`config.mk`:
```
export PLATFORM = sky130hd
export DESIGN_NAME = nand_serial_logic_unit
export DESIGN_NICKNAME = d
export VERILOG_FILES = /design/src/rtl/nand_serial_logic_unit.sv
export SDC_FILE = /design/constraint.sdc
export NUM_CORES = 1
export LEC_CHECK = 0
export BUFFER_PORTS_ARGS = -buffer_cell sky130_fd_sc_hd__buf_2
export CORE_ASPECT_RATIO = 1.2
export CORE_UTILIZATION = 58
export DETAILED_ROUTE_END_ITERATION = 10
export PLACE_DENSITY = 0.82
export SLEW_MARGIN = 20
export SYNTH_ARGS = -nofsm -noshare
export SYNTH_HDL_FRONTEND = slang
export SYNTH_SLANG_ARGS = --single-unit
```
`constraint.sdc`:
```
create_clock -name clk -period 7.5 [get_ports clk]
set_input_delay 0.75 -clock clk [delete_from_list [all_inputs] [get_ports clk]]
set_output_delay 0.75 -clock clk [all_outputs]
set_load 0.005 [all_outputs]
```
`src/rtl/nand_serial_logic_unit.sv`:
```
// nand_serial_logic_unit: serial SLICE-bits-per-cycle bitwise OR/AND/NOT/XOR built from 2-input nands
// Ports: clk, rst (async, active-high); in_valid/in_ready + op, a, b accept a command;
// out_valid/out_ready + y hand off the result; busy is high while slices are being computed.
// Optional macro NSLU_FLAGS_EN adds registered flag_zero / flag_ones describing y.
module nand_serial_logic_unit #(
  parameter int WIDTH = 8,
  parameter int SLICE = 2
) (
  input  logic             clk,
  input  logic             rst,
  input  logic             in_valid,
  output logic             in_ready,
  input  logic [1:0]       op,
  input  logic [WIDTH-1:0] a,
  input  logic [WIDTH-1:0] b,
  output logic             out_valid,
  input  logic             out_ready,
  output logic [WIDTH-1:0] y,
  output logic             busy
`ifdef NSLU_FLAGS_EN
  ,
  output logic             flag_zero,
  output logic             flag_ones
`endif
);
  localparam int NSLICE = WIDTH / SLICE;
  localparam int CW = NSLICE > 1 ? $clog2(NSLICE) : 1;
  typedef enum logic [1:0] {IDLE, RUN, DONE} state_t;
  state_t state;
  logic [CW-1:0] cnt;
  logic [WIDTH-1:0] ra, rb, shadow, shadow_n;
  logic [1:0] rop;
  logic [SLICE-1:0] sa, sb, nab, na, nb, res;
  function automatic logic [SLICE-1:0] nand2(input logic [SLICE-1:0] x, input logic [SLICE-1:0] z);
    return ~(x & z);
  endfunction
  // every bit of the slice is a network of 2-input nands; only the op select is a mux
  always_comb begin
    sa = ra[cnt*SLICE +: SLICE];
    sb = rb[cnt*SLICE +: SLICE];
    nab = nand2(sa, sb);
    na = nand2(sa, sa);
    nb = nand2(sb, sb);
    res = rop == 2'b00 ? nand2(na, nb) :
          rop == 2'b01 ? nand2(nab, nab) :
          rop == 2'b10 ? na :
                         nand2(nand2(sa, nab), nand2(sb, nab));
    shadow_n = shadow;
    shadow_n[cnt*SLICE +: SLICE] = res;
  end
  // slices accumulate in shadow so y only ever shows completed results
  always_ff @(posedge clk or posedge rst) begin
    if (rst) begin
      state     <= IDLE;
      in_ready  <= 1'b1;
      out_valid <= 1'b0;
      busy      <= 1'b0;
      y         <= '0;
      cnt       <= '0;
      ra        <= '0;
      rb        <= '0;
      rop       <= '0;
      shadow    <= '0;
`ifdef NSLU_FLAGS_EN
      flag_zero <= 1'b0;
      flag_ones <= 1'b0;
`endif
    end else begin
      case (state)
        IDLE: if (in_valid) begin
          ra       <= a;
          rb       <= b;
          rop      <= op;
          cnt      <= '0;
          in_ready <= 1'b0;
          busy     <= 1'b1;
          state    <= RUN;
        end
        RUN: begin
          shadow <= shadow_n;
          if (cnt == CW'(NSLICE - 1)) begin
            cnt       <= '0;
            busy      <= 1'b0;
            out_valid <= 1'b1;
            y         <= shadow_n;
`ifdef NSLU_FLAGS_EN
            flag_zero <= shadow_n == '0;
            flag_ones <= &shadow_n;
`endif
            state     <= DONE;
          end else cnt <= cnt + 1'b1;
        end
        DONE: if (out_ready) begin
          out_valid <= 1'b0;
          in_ready  <= 1'b1;
          state     <= IDLE;
        end
        default: state <= IDLE;
      endcase
    end
  end
endmodule

```
After elaboration in Yosys (flattened, before gate mapping). Index checks and enable logic that the tools add are counted. Widths: inputs -> output; s select.

Add/subtract/negate cells: 2. Eq/ne operators: 8. Shifts and indexed selects: 4. Mux-type cells: 20. Bitwise gates (word level): 16. Reduce and logical (&&, ||, !) cells: 12.

Operators with widths (number): $neg 3->34 (1); $shift 2x34->8 const A (1); $shiftx 2x34->8 (1); $and 2x2->2 (8); $mux 2 (8); $not 2->2 (8); $shiftx 8x4->2 (2); $reduce_and 3->1 (4); $bwmux 8 (1); $eq 2x2->1 const B (3); $mux 1 (6); $ne 2x2->1 const B (3); $pmux 1 s2 (3); $pmux 2 s3 (1); $reduce_and 2->1 (3); $reduce_bool 2->1 (3); $eq 2x1->1 const B (2); $logic_not 2->1 (2); $pmux 2 s2 (1); $add 2x1->2 const B (1).

Register bits after elaboration: 41. Input port bits: 22. Output and inout bits: 11. Logic and storage cells: 72.

Longest topological paths before layout. Gate-level depths: netlist of run 1.

Depth in word-level cells: 12. Mapped depth: 10. Depth with buffers taken out: 9.

Worst setup path before layout of run 1. No wires, ideal clock.

Path kind: reg-to-reg. Start: register cnt[0]. End: register y[0]. Setup time: 0.126 ns. Arrival time: 2.243 ns. Data required time: 7.374 ns. Setup slack: 5.131 ns. Cell stages (with the launch flop): 8. Path buffers: 1. Period minus slack after synthesis: 2.369 ns. Path through: dfrtp_1 > clkbuf_8 > mux4_2 > ha_1 > and2_2 > o31ai_1 > nor3_2 > a221o_2.

Word-level cells in the longest chain between the ends: 12. Elaborated cells between the ends (all ways): 27. Classes of those cells: add/sub (1); eq/ne (1); shift (4); mux (4); bitwise (16); reduce/logical (1).

Ends and longest elaborated chain: start, declared (RTL line 30) `logic [CW-1:0] cnt;`; start signal, assigned (RTL line 91) `end else cnt <= cnt + 1'b1;`; $shiftx 8x4->2, on equally long branches (RTL line 39, 40); $and 2x2->2 (RTL line 35) `return ~(x & z);`; $not 2->2 (RTL line 35); $and 2x2->2 (RTL line 35); $not 2->2 (RTL line 35); $and 2x2->2 (RTL line 35); $not 2->2 (RTL line 35); $mux 2 (RTL line 46) `rop == 2'b10 ? na :`; $mux 2 (RTL line 45) `rop == 2'b01 ? nand2(nab, nab) :`; $mux 2 (RTL line 44) `res = rop == 2'b00 ? nand2(na, nb) :`; $shiftx 2x34->8 (RTL line 49) `shadow_n[cnt*SLICE +: SLICE] = res;`; $bwmux 8 (RTL line 49); end signal, assigned (RTL line 85) `y <= shadow_n;`; end, declared (RTL line 18) `output logic [WIDTH-1:0] y,`.

Parallel ways exist; a longest one is shown, timed or not. A chain may end at the register's enable or synchronous reset.

Final worst setup path of run 1.
Start: register cnt[0]. End: register y[2].

The elaborated chain is that of the path after synthesis.

==> metrics.yaml, run 1 <==
outcome:
  status: "complete, but fails checks"
  violations: "design-rule violations"
logic_synthesis:
  synthMuxAreaShare: 0.140
  postSynthAreaPerCell_um2: 11.8
  synth-edff-count: 0
  yosysWarnings: 0
  synthSimpleGateAreaFrac: 0.152
  synthArstFlopShare: 1.00
  ys_types: 41
  synthXorXnorAreaFrac: 0
  yosysSeqAreaShare: 0.492
  synth.ff_latch_count: 41
  synth_top_area_frac: 0.479
  synth_area_leader_cell: "dfrtp_1"
  synth_compound_area_frac: 0.114
  synth-adder-area-share: 0.0599
  synth_top_family_by_area: "simple AND/OR/NAND/NOR gates"
  synth_fp_nets: 209
  synth_area_leaders: "dfrtp_1 48%, mux2_2 10%, ha_1 6.0%, nand2_1 3.2%, mux4_2 3.2%"
  synth-main-ff-cell: "dfrtp_1"
  netlist_area_um2: 2090
  syn_inst: 177
cells_and_area:
  layout-drive-gt1-share: 0.358
  multi_input_area_um2: 972
  layout.nets: 243
  regArea_um2: 1030
  n_antenna_cell: 0
  final_util: 0.692
  final_common_cell: "dfrtp_1"
  layout.cells.most_common_list: "40 x dfrtp_1, 32 x buf_2, 19 x mux2_2, 18 x nand2_1"
  nFillCells: 269
  syn2layout_area_growth_pct: 12.5
routing:
  routed_wirelength_um: 4130
  routedWlPerCell_um: 16.6
  drt-initial-drc-count: 41
  drt_pre_antenna_iters: 7
  via_count: 1493
  viasPerCell: 6.00
  route.detailed.drc: 2
  ant_nets: 0
floorplanning:
  core_area_um2: 3400
  io_pins: 33
  num_rows: 23
  start_util: 0.615
  die_h_um: 67.7
  die-area_um2: 3850
  die_width_um: 56.8
critical_path:
  crit_path_end_kind: "flop"
  cp-start-kind: "flop"
  arrival_ns: 2.92
  path_class: "reg -> reg"
  required_ns: 7.67
  critical_path.max_fanout: 15
sta:
  finalClockSkew_ns: 0.00615
  finalMaxSlewViolations: 0
  fin_tns_setup_ns: 0
  tightest_slew_ns: 0.669
  finalHoldViolCount: 0
  rsz0062_at_grt: "false"
  relSlewSlack: 0.548
  max_freq_ghz: 0.364
  min_period_ns: 2.74
  finalSetupViolCount: 0
  fin_crit_sh: 0.366
clocking:
  insertion_delay_ns: 0.29
  ctsHoldBuffers: 0
  post_cts_buffers: 0
  tritoncts: "yes"
  post_cts_resized: 0
  clk_pin_slew_ns: 0.07
  cts_sinks: 41
  clockBufferDepth: 2
  htreeDepth: 2
  cts-root-buf: "clkbuf_8"
  cts_buffers: 5
power_and_ir_drop:
  cellPowerDensity_nw_per_um2: 429
  max-vdd-ir-drop_mv: 0.232
  p_leak_uw: 0.00108
grt:
  gr-total-overflow: 0
  grt_pass1_vias: 1603
  grt_pass1_wl_um: 7110
  grt_use_total: 0.249
  antenna_found_initial: 0
  grt_max_degree: 42
hold_path:
  hold_class: "reg -> reg"
place:
  place_congestion: 0.820
  place_hpwl_um: 3030
  portBuffers: 32
run:
  maxCapViolations: 0
[metal layers]
metal / part of all wire / wire (µm) / vias up / track usage
li1: - / - / 703 / -
met1: 0.40 / 1650 / 718 / 0.271
met2: 0.53 / 2190 / 57 / 0.449
met3: 0.043 / 178 / 15 / 0.0632
met4: 0.028 / 117 / 0 / 0.134
met5: 0 / 0 / - / 0
[flip-flops by register name, summed over array words and instances (netlist names)]
signal,flops
ra,8
rb,8
shadow,8
y,8
cnt,2
rop,2
state,2
busy,1
in_ready,1
out_valid,1
[power by group]
group | switching [µW] | internal (µW) | total (µW) | leakage [µW]
Combinational | 224 | 230 | 453 | 0.000526
Sequential | 86.4 | 320 | 407 | 0.000509
Clock | 72.5 | 75.1 | 148 | 0.0000455
Total | 383 | 625 | 1010 | 0.00108
[cells by family after synthesis]
family	count (synthesis)
AOI/OAI and AO/OA	32
adders and majority gates	10
buffers and inverters	17
DFF	41
muxes	23
and+or+nand+nor	54
[worst max-delay path: stages (launching register included)]
cell and delay (ns):
dfrtp_1 0.68, mux4_2 0.62, ha_1 0.22, and2_2 0.19
o31ai_1 0.41, nor3_2 0.12, a221o_2 0.39
[cells in the mapped netlist, types with 2 or more instances]
cell      number
buf_2          2
nor3b_1        8
o31ai_1        4
nand2b_1       5
nor2_1         9
dfrtp_1       40
inv_1         10
a221o_2        4
a211oi_1       4
mux4_2         3
a21oi_1        6
o21ai_0        5
nand2_1       18
ha_1          10
a22o_1         4
mux2_2        19
nor3_2         2
[layout make-up]
class                           count  area share
Multi-Input combinational cell    119       0.414
Tap cell                           37      0.0197
Inverter                           10      0.0160
Timing Repair Buffer               34      0.0746
Sequential cell                    41       0.437
Clock buffer                        8      0.0384
[path summary, 6_finish.rpt]
check | start | to | slack [ns] | cells after the start
setup / recovery | cnt[0] | y[2] | 4.76 | 6
hold / removal | shadow[5] | shadow[5] | 0.48 | 2
setup reg to reg | cnt[0] | y[2] | 4.76 | 6
hold reg to reg | shadow[5] | shadow[5] | 0.48 | 2
max in group asynchronous | rst | in_ready | 6.56 | 3
min in group asynchronous | rst | y[3] | 0.57 | 3
[per-stage QoR]
step | power (µW) | setup slack (ns) | hold slack [ns] | std cells | cell area (µm²)
after floorplan | 750 | 5.13 | 0.449 | 177 | 2090
after global placement | 824 | 4.93 | 0.455 | 241 | 2260
after detailed placement | 864 | 4.76 | 0.468 | 241 | 2260
after CTS | 1010 | 4.74 | 0.487 | 249 | 2350
after global routing | 1090 | 4.59 | 0.505 | 249 | 2350
final | 1010 | 4.76 | 0.484 | 249 | 2350
No activity file was read; power rests on OpenSTA's default activity.
==> run 2, diff against run 1 <==
Settings changed: CORE_UTILIZATION 58 to 56, PLACE_DENSITY 0.82 to 0.8.
Clock period 7.5 ns to 2.8 ns, I/O delays scaled along.
==> run 2 against run 1 <==
- the run still ends with design-rule violations left
- combinational power rose to 2.8 times the previous value
- wire length shrank 6.6%
- register-to-register slack worse by 4.3 ns
- clock power up 150%
- clock skew about the same
- total power grew to 2.6 times the previous value
- hold slack worse by 0.36 ns
- sequential power grew to 2.6 times the previous value
- clock-buffer cell count shrank 2
- cell area unchanged
- global-route usage shrank 2.6 points
- critical path type unchanged
- largest cell class unchanged
- highest routed layer unchanged
==> metrics.yaml, run 2 (synthesized netlist as in run 1, its figures left out) <==
outcome:
  status: "complete, but fails checks"
  violations: "design-rule violations"
clocking:
  insertion_delay_ns: 0.29  # about the same
  post_cts_resized: 0  # unchanged
  cts_buffers: 5  # unchanged
  cts_sinks: 41  # unchanged
  clockBufferDepth: 2  # unchanged
  ctsHoldBuffers: 0  # unchanged
  clk_pin_slew_ns: 0.08  # about the same
  tritoncts: "yes"
  post_cts_buffers: 0  # unchanged
  htreeDepth: 2  # unchanged
  cts-root-buf: "clkbuf_8"
cells_and_area:
  nFillCells: 251  # -6.7%
  layout.nets: 244  # +0.41%
  fin_area_um2: 2350  # unchanged
  layout.cells.most_common_list: "40 x dfrtp_1, 32 x buf_2, 19 x mux2_2, 18 x nand2_1"
  syn2layout_area_growth_pct: 12.5  # unchanged
  layout-drive-gt1-share: 0.366  # +0.00771
  n_antenna_cell: 0  # unchanged
  final_util: 0.680  # -0.0115
  final_common_cell: "dfrtp_1"
power_and_ir_drop:
  p_switching_uw: 1010  # +170%
  p_int_uw: 1650  # +160%
  cellPowerDensity_nw_per_um2: 1140  # +160%
  p_sw_frac: 0.380  # about the same
  power_frac_comb: 0.467  # +0.017
  p_leak_uw: 0.00108  # +0.41%
  seq_power_share: 0.396  # -0.008
  max-vdd-ir-drop_mv: 0.583  # +150%
  clkPwrFrac: 0.137  # -0.009
floorplanning:
  io_pins: 33  # unchanged
  num_rows: 23  # unchanged
  core_area_um2: 3450  # +1.7%
  die_width_um: 57.7  # +1.7%
  die_h_um: 68.9  # +1.7%
  start_util: 0.605  # -0.0102
  die-area_um2: 3980  # +3.5%
routing:
  drt-initial-drc-count: 37  # -9.8%
  drt_pre_antenna_iters: 7  # unchanged
  routed_wirelength_um: 3860  # -6.6%
  viasPerCell: 5.76  # -3.9%
  ant_nets: 0  # unchanged
  routedWlPerCell_um: 15.4  # -7.0%
  via_count: 1441  # -3.5%
  route.detailed.drc: 2  # unchanged
grt:
  grt_max_degree: 22  # -48%
  grt_pass1_wl_um: 6530  # -8.1%
  antenna_found_initial: 0  # unchanged
  grt_pass1_vias: 1450  # -9.5%
  gr-total-overflow: 0  # unchanged
  grt_use_total: 0.223  # -0.0257
place:
  portBuffers: 32  # unchanged
  place_hpwl_um: 2960  # -2.1%
  place_area_um2: 2270  # +0.33%
  place_congestion: 0.792  # -3.4%
hold_path:
  hold_class: "in -> async"
sta:
  fin_tns_setup_ns: 0  # unchanged
  finalSetupViolCount: 0  # unchanged
  relSlewSlack: 0.486  # -0.0613
  min_period_ns: 2.39  # -0.351 ns
  max_freq_ghz: 0.418  # +15%
  finalMaxSlewViolations: 0  # unchanged
  fin_crit_sh: 0.855  # +0.489
  rsz0062_at_grt: "false"
  finalClockSkew_ns: 0.00637  # +0.000218 ns
  finalHoldViolCount: 0  # unchanged
  tightest_slew_ns: 0.770  # +0.100 ns
critical_path:
  cp-start-kind: "flop"
  critical_path.max_fanout: 9  # -6
  arrival_ns: 2.57  # -0.35 ns
  path_class: "reg -> reg"
  required_ns: 2.98  # -4.69 ns
  crit_path_end_kind: "flop"
run:
  maxCapViolations: 0  # unchanged
run 2: cell types whose count changed in the layout (fill, tap and decap cells not counted):
cell      before  now
clkinv_2       0    2
clkbuf_1       2    1
buf_4          2    3
clkbuf_8       6    5
run 2: metal layers:
layer | up-vias | global-route usage | part of all wire
li1 | 700 | - | -
met1 | 699 | 0.251 | 0.42
met2 | 34 | 0.407 | 0.53
met3 | 8 | 0.0485 | 0.034
met4 | 0 | 0.107 | 0.017
met5 | - | 0 | 0
run 2: cell type report:
| cell class | count | area (µm²) | share of cell area |
|---|---|---|---|
| Clock inverter | 2 | 10.0 | 0.00426 |
| Inverter | 10 | 37.5 | 0.0160 |
| Clock buffer | 6 | 72.6 | 0.0309 |
| Multi-Input combinational cell | 119 | 972 | 0.414 |
| Tap cell | 37 | 46.3 | 0.0197 |
| Sequential cell | 41 | 1030 | 0.437 |
| Timing Repair Buffer | 35 | 183 | 0.0778 |
run 2: worst max-delay path, stage by stage, from the launching register on:
cell     delay, ns
dfrtp_1       0.57
mux4_2        0.39
ha_1          0.22
and2_2        0.19
o31ai_1       0.40
nor3_2        0.13
a221o_2       0.38
run 2: final timing paths:
path / endpoint / cells after the start / startpoint / slack [ns]
min in group clk: state[1] / 2 / out_ready / 0.19
hold / removal: shadow[1] / 2 / rst / 0.12
hold reg to reg: busy / 1 / busy / 0.48
setup reg to reg: y[0] / 6 / cnt[1] / 0.41
max in group asynchronous: ra[0] / 3 / rst / 1.93
setup / recovery: y[0] / 6 / cnt[1] / 0.41
run 2: power groups by stage:
stage                     clock network (µW)  logic, µW  registers (µW)
after floorplan                            0       1010             996
after global placement                     0       1180            1050
after global routing                     401       1410            1090
final                                    366       1250            1060
after detailed placement                   0       1250            1070
after CTS                                378       1250            1060
run 2: per-stage QoR:
step / hold WS [ns] / worst slack, ns / power, µW / cells
finish: 0.119 / 0.407 / 2670 / 250
global route: 0.180 / 0.259 / 2900 / 250
CTS: 0.139 / 0.423 / 2690 / 250
detailed placement: 0.466 / 0.431 / 2320 / 242
global placement: 0.439 / 0.534 / 2230 / 242
floorplan: 0.366 / 0.431 / 2010 / 177
